$ cat src/rtl/pla_lut_engine.sv
// pla_lut_engine
//
// Reloadable truth-table engine. An IN_W-input, OUT_W-output table lives in a
// register file that is reloaded word by word through a streaming config
// port. Input vectors are looked up through a valid/ready pipeline that is
// LAT (1 or 2) stages deep. A saturating counter accumulates the Hamming
// distance between successive output words, as a switching-activity measure.
//
// Ports:
//   clk, rst_n            clock, asynchronous active-low reset
//   cfg_start             one-cycle reload request (honoured only in RUN)
//   cfg_valid/cfg_ready   config word handshake; cfg_ready is high in LOAD
//   cfg_data              table word, written in address order 0 .. 2^IN_W-1
//   in_valid/in_ready     input vector handshake
//   in_data               input vector (table address)
//   out_valid/out_ready   result handshake
//   out_data              table[in_data]; changes only when the output register loads
//   toggle_clr            synchronous clear of toggle_cnt (wins over an increment)
//   toggle_cnt            saturating sum of popcount(new_word ^ out_data)

module pla_lut_engine #(
    parameter int IN_W  = 5,
    parameter int OUT_W = 28,
    parameter int LAT   = 1,
    parameter int CNT_W = 16
) (
    input  logic             clk,
    input  logic             rst_n,
    input  logic             cfg_start,
    input  logic             cfg_valid,
    output logic             cfg_ready,
    input  logic [OUT_W-1:0] cfg_data,
    input  logic             in_valid,
    output logic             in_ready,
    input  logic [IN_W-1:0]  in_data,
    output logic             out_valid,
    input  logic             out_ready,
    output logic [OUT_W-1:0] out_data,
    input  logic             toggle_clr,
    output logic [CNT_W-1:0] toggle_cnt
);

    localparam int DEPTH = 1 << IN_W;
    localparam int PC_W  = $clog2(OUT_W + 1);

    typedef enum logic [1:0] {
        RUN,
        DRAIN,
        LOAD
    } state_t;

    state_t           state;
    logic [IN_W-1:0]  ptr;
    logic [OUT_W-1:0] lut [DEPTH];

    logic             out_stage_ready;
    logic             accept;
    logic             load_en;
    logic [OUT_W-1:0] load_word;
    logic             pipe_empty;

    logic [OUT_W-1:0] diff;
    logic [PC_W-1:0]  pop;
    logic [CNT_W:0]   sum;

    // The output register can take a new word when it is empty or being consumed.
    assign out_stage_ready = ~out_valid | out_ready;
    assign accept          = in_valid & in_ready;
    assign cfg_ready       = (state == LOAD);

    // Pipeline front end. With LAT=1 the table is read at acceptance and the
    // result goes straight into the output register. With LAT=2 an address
    // stage sits in front and the table is read as that stage advances.
    generate
        if (LAT == 2) begin : g_lat2
            logic            s1_valid;
            logic [IN_W-1:0] s1_data;

            assign in_ready   = (state == RUN) & (~s1_valid | out_stage_ready);
            assign load_en    = s1_valid & out_stage_ready;
            assign load_word  = lut[s1_data];
            assign pipe_empty = ~s1_valid & ~out_valid;

            // The address register only loads on an accepted vector so it stays
            // quiet during idle and backpressure cycles.
            always_ff @(posedge clk or negedge rst_n) begin
                if (!rst_n) begin
                    s1_valid <= 1'b0;
                    s1_data  <= '0;
                end else begin
                    if (~s1_valid | out_stage_ready) begin
                        s1_valid <= accept;
                    end
                    if (accept) begin
                        s1_data <= in_data;
                    end
                end
            end
        end else begin : g_lat1
            assign in_ready   = (state == RUN) & out_stage_ready;
            assign load_en    = accept;
            assign load_word  = lut[in_data];
            assign pipe_empty = ~out_valid;
        end
    endgenerate

    // Output register. out_data is written only on a real load, never on
    // stall or idle cycles, so downstream logic sees no spurious switching.
    always_ff @(posedge clk or negedge rst_n) begin
        if (!rst_n) begin
            out_valid <= 1'b0;
            out_data  <= '0;
        end else begin
            if (out_stage_ready) begin
                out_valid <= load_en;
            end
            if (load_en) begin
                out_data <= load_word;
            end
        end
    end

    // Hamming distance between the word about to be loaded and the current
    // output, added one bit wider than the counter so overflow is visible.
    always_comb begin
        diff = load_word ^ out_data;
        pop  = '0;
        for (int i = 0; i < OUT_W; i++) begin
            pop = pop + PC_W'(diff[i]);
        end
        sum = {1'b0, toggle_cnt} + (CNT_W+1)'(pop);
    end

    // Saturating toggle counter; a clear discards any coincident increment.
    always_ff @(posedge clk or negedge rst_n) begin
        if (!rst_n) begin
            toggle_cnt <= '0;
        end else if (toggle_clr) begin
            toggle_cnt <= '0;
        end else if (load_en) begin
            toggle_cnt <= sum[CNT_W] ? '1 : sum[CNT_W-1:0];
        end
    end

    // Reload sequencer. DRAIN holds off new vectors until every stage is
    // empty so no lookup ever sees a half-written table.
    always_ff @(posedge clk or negedge rst_n) begin
        if (!rst_n) begin
            state <= RUN;
            ptr   <= '0;
        end else begin
            case (state)
                RUN: begin
                    if (cfg_start) begin
                        state <= DRAIN;
                    end
                end
                DRAIN: begin
                    if (pipe_empty) begin
                        state <= LOAD;
                    end
                end
                LOAD: begin
                    if (cfg_valid) begin
                        if (ptr == IN_W'(DEPTH - 1)) begin
                            ptr   <= '0;
                            state <= RUN;
                        end else begin
                            ptr <= ptr + 1'b1;
                        end
                    end
                end
                default: state <= RUN;
            endcase
        end
    end

    // Table storage. Reset clears every entry, which also discards a
    // partially completed reload.
    always_ff @(posedge clk or negedge rst_n) begin
        if (!rst_n) begin
            for (int i = 0; i < DEPTH; i++) begin
                lut[i] <= '0;
            end
        end else if ((state == LOAD) && cfg_valid) begin
            lut[ptr] <= cfg_data;
        end
    end

endmodule

$ cat config.mk
export PLATFORM = sky130hd
export DESIGN_NAME = pla_lut_engine
export DESIGN_NICKNAME = d
export VERILOG_FILES = /design/src/rtl/pla_lut_engine.sv
export SDC_FILE = /design/constraint.sdc
export NUM_CORES = 1
export LEC_CHECK = 0
export BUFFER_PORTS_ARGS = -buffer_cell sky130_fd_sc_hd__buf_4
export CORE_ASPECT_RATIO = 1.2
export CORE_UTILIZATION = 31
export CTS_CLUSTER_SIZE = 20
export DETAILED_ROUTE_END_ITERATION = 10
export GPL_TIMING_DRIVEN = 0
export PLACE_DENSITY = 0.49
export SYNTH_ARGS = -nofsm -noshare
export SYNTH_HDL_FRONTEND = slang
export SYNTH_SLANG_ARGS = --single-unit
$ cat constraint.sdc
create_clock -name clk -period 7.3 [get_ports clk]
set_input_delay 0 -clock clk [delete_from_list [all_inputs] [get_ports clk]]
set_output_delay 0 -clock clk [all_outputs]
set_load 0.1 [all_outputs]
# After elaboration in Yosys (flattened, before gate mapping)
# Cells that the tools add are included.
# W data, S select, Z words.
# totals
register_bits	948
inputBits	40
out_inout_bits	47
wordCells	104
# op_classes
add_sub_neg	29
n_lt_le_gt_ge	3
eq_ne	7
mux	15
n_bitwise	7
reduce_logical	6
# op_table
cell	n
$bwmux W896	1
$bmux W28 S5	1
$demux W28 S5	1
$add A5 B1 Y5	23
$mux W28	3
$mux W16	3
$xor A28 B28 Y28	1
$add A16 B5 Y17	1
$ge A6 B6 Y1 const B	2
$not A5 Y6	2
$mux W2	4
$lt A6 B1 Y1 const B	1
$ne A2 B2 Y1 const B	3
$pmux W2 S3	1
$add A4 B1 Y5	1
$add A5 B1 Y5 const B	1
$eq A5 B5 Y1 const B	1
$mux W5	1
$add A3 B1 Y4	1
$reduce_and A4 Y1	1
$add A2 B1 Y3	1
$add A1 B1 Y2	1
$and A1 B1 Y1	2
$eq A2 B1 Y1 const B	1
8 further kinds	9

# Logic depth before layout (Yosys ltp)
# depth
ltp_word	36
mapped_depth	28
mapped_depth_nobuf	22

# Worst setup path before layout
# Ideal clock, no wire load.
# synth_path
path_type	input to register
startpoint	input port in_data[2]
endpoint	register toggle_cnt[13]
setup_time_ns	0.125
arrival_ns	6.532
required_time_ns	7.175
setup_slack_ns	0.644
path_stages	25
path_buffers	4
cell_sequence	clkbuf_1 > buf_2 > clkbuf_1 > mux4_2 > a22oi_1 > nand4_1 > xor2_1 > fa_1 > inv_1 > fa_1 > fa_1 > inv_1 > fa_1 > fa_1 > inv_1 > fa_1 > fa_1 > inv_1 > fa_1 > a211oi_1 > nor3_1 > o211ai_1 > buf_2 > a21oi_1 > mux2_2
# synth_via
elab_chain_cells	36
# synth_rtl
element	line	source
from (decl)	35	input logic [IN_W-1:0] in_data,
$not A5 Y6 (implied by the code) *	102	assign load_word = lut[in_data];
$bmux W28 S5 *	102	
$mux W28 (implied by the code) * (2 in series)	102	
$xor A28 B28 Y28 *	126	diff = load_word ^ out_data;
$add A1 B1 Y2	129	pop = pop + PC_W'(diff[i]);
$add A2 B1 Y3	129	
$add A3 B1 Y4	129	
$add A4 B1 Y5	129	
$add A5 B1 Y5 (22 in series)	129	
$add A5 B1 Y5 *	129	
$add A16 B5 Y17 *	131	sum = {1'b0, toggle_cnt} + (CNT_W+1)'(pop);
$mux W16 *	141	toggle_cnt <= sum[CNT_W] ? '1 : sum[CNT_W-1:0];
$mux W16 *	140	end else if (load_en) begin
$mux W16 *	138	end else if (toggle_clr) begin
to (signal assigned)	141	
to (decl)	40	output logic [CNT_W-1:0] toggle_cnt
# Mark *: on every way between the ends. The rest lies on a longest branch, timed or not. The select of a mux whose other input is x is not followed.
# A chain may end at the register's enable or synchronous reset.

# Worst setup path after layout
# layout_path
startpoint	input port in_data[1]
endpoint	register toggle_cnt[13]
# The elaborated chain is that of the path after synthesis.

==> results.yml <==
layout:
  num-nets-final: 3369
  area_growth_pct: 16.3
  drive_above_1_share: 0.439
  fin_cells: 5215
  layout_commonest_cell: "dfrtp_1"
  final_cell_mix: "dfrtp_1 (948), mux2_2 (901), mux2i_1 (225)"
setup_path:
  end_kind: "flop"
  criticalPathCategory: "primary input to flop"
  critical_path.startpoint_type: "primary input"
  cp-startpoint: "in_data[1]"
  r2r_start: "lut[132]"
  required_ns: 7.90
  cp_max_fo: 10
  arrival_ns: 7.80
timing:
  fmax_ghz: 0.139
  slew_headroom: 0.0801
  final.setup.tns_ns: 0
  min_period_ns: 7.19
  setup_viol: 0
  final_hold_viol_count: 0
  post-route-period-util: 0.986
  rsz0062_at_grt: "no"
  postLayoutSetupSlackWorst_ns: 0.105
  drv_slew: 0
  skew_ns: 0.0293
  worst_pin_slew_ns: 1.38
drt:
  num_vias: 27600
  final_antenna_net_count: 0
  drc: 0
  vias_per_cell: 5.29
  dr.pass1.iters: 5
  first_iter_violations: 1954
  drt_wl_total_mm: 162
  avgRoutedWirePerCell_um: 31.0
synthesis:
  synth_seq_cells: 948
  synthCells: 3042
  synth_edf_count: 0
  synth.avg_cell_area_um2: 14.6
  yosysSeqAreaShare: 0.536
  ys_types: 51
  synth_warnings: 0
  synth_nets: 3125
  synth.area.top_cells: "dfrtp_1 (54%), mux2_2 (23%), mux4_2 (5.7%)"
  async_flop_share: 1.00
  synth_top_area_share: 0.536
  synth_flop_cell: "dfrtp_1"
  synth_largest_area_cell: "dfrtp_1"
  synth_area_um2: 44300
cts:
  cts_tree: "built"
  cts_sinks: 948
  clk_pin_slew_ns: 0.06
  cts-root-buf: "clkbuf_16"
  cts_buffers: 104
  htree_levels: 3
  clk_path_buf_depth: 3
  worstSkewPairLatency_ns: 0.73
pwr:
  p_per_area_nw_per_um2: 416
  power_leakage_nw: 24.7
  p_total_mw: 21.4
  max-vdd-ir-drop_mv: 0.787
grt:
  grt_overflow_total: 0
  antenna_found_initial: 4
  grt_max_degree: 138
  grt_pass1_vias: 28900
  grt_first_pass_wirelength_mm: 229
  globalRouteTotalUtil: 0.226
place:
  dp_hpwl_mm: 112
  place_ws_ns: -1.68
  portBuffers: 83
  dp_cells: 4971
  place_congestion: 0.847
hold_path:
  hold_path.class: "primary input to flop"
  worstHoldStart: "cfg_data[26]"
floorplanning:
  die_area_um2: 144000
  die_h_um: 416
  core_area_um2: 142000
  die_w_um: 347
  ioPinCount: 87
  initial_core_util: 0.313
  rows: 151
outcome:
  status: "completed"
job:
  drv_cap: 0
[power by group]
group	switching [mW]	internal, mW
clock	2.32	3.13
combinational	4.94	3.93
sequential	0.651	6.44
total	7.91	13.5
[timing repair]
item                                    CTS  global route
hold buffers                             37             0
buffers inserted                          6             4
gates cloned                              0             1
gates resized for setup                  25            21
pin swaps                                 7             6
endpoints found under the setup margin   16            15
hold endpoints to repair                797             0
[cell usage after synthesis, drive strengths merged (15+ instances only)]
master    n
a21oi    62
a22oi   112
buf     129
clkbuf  127
dfrtp   948
fa       22
ha       21
inv      22
mux2    926
mux2i   225
mux4    112
nand2    92
nand3    59
nand4    31
nor2     36
xnor2    15
xor2     18
[metrics by stage]
stage	cell area (µm²)	utilization	hold slack [ns]
final	51500	0.364	0.115
after global routing	51500	0.364	0.125
after CTS	51500	0.364	0.0678
after detailed placement	47500	0.336	-0.0211
after global placement	47200	0.334	0.275
after floorplan	44300	-	-0.296
[area by class of cell]
cell class	instances	area, µm²
Tap cell	1836	2300
Buffer	253	1420
Antenna cell	4	10.0
Sequential cell	948	23700
Multi-Input combinational cell	1816	19200
Clock inverter	37	408
Inverter	22	82.6
Fill cell	13600	90000
Timing Repair Buffer	141	1350
Clock buffer	158	3080
[sequential cells by signal, summed over array words and instances, names as in the netlist]
register,count
state,2
lut,896
toggle_cnt,16
ptr,5
out_data,28
out_valid,1
[per-layer routing]
| layer | vias up | wire, µm | global-route usage |
|---|---|---|---|
| met5 | - | 0 | 0 |
| met4 | 0 | 8470 | 0.112 |
| met3 | 268 | 6070 | 0.0280 |
| met2 | 634 | 78900 | 0.379 |
| met1 | 15000 | 68400 | 0.287 |
| li1 | 11700 | - | - |
[cells by family after synthesis]
logic type | after synthesis | share of synthesized area
mux | 1263 | 0.343
flops | 948 | 0.536
simple gates | 254 | 0.0321
buf+inv | 278 | 0.0326
fa+ha+maj | 43 | 0.0159
compound gates | 223 | 0.0342
xor+xnor | 33 | 0.00652
[critical path, stage by stage]
cell and delay (ns):
buf_6 0.12, buf_6 0.26, and2_1 0.18, clkbuf_1 0.97, a22oi_1 0.18, nand3_1 0.26, nand4_1 0.27, xnor2_1 0.29
fa_1 0.50, fa_1 0.54, inv_1 0.06, fa_1 0.54, fa_1 0.47, fa_1 0.50, inv_1 0.05, fa_1 0.44
fa_1 0.43, nor2b_1 0.18, o2111ai_1 0.18, a211o_1 0.34, a2111oi_0 0.60, mux2_2 0.40
[worst paths after layout]
kind	end	slack (ns)	cells after the start
setup / recovery	toggle_cnt[13]	0.11	22
hold reg to reg	lut[513]	0.48	1
setup reg to reg	toggle_cnt[13]	0.20	19
hold / removal	lut[54]	0.12	3
max in group asynchronous	lut[200]	4.96	6
min in group asynchronous	toggle_cnt[9]	0.48	4
Note: power is estimated with default switching activity, not from simulation.
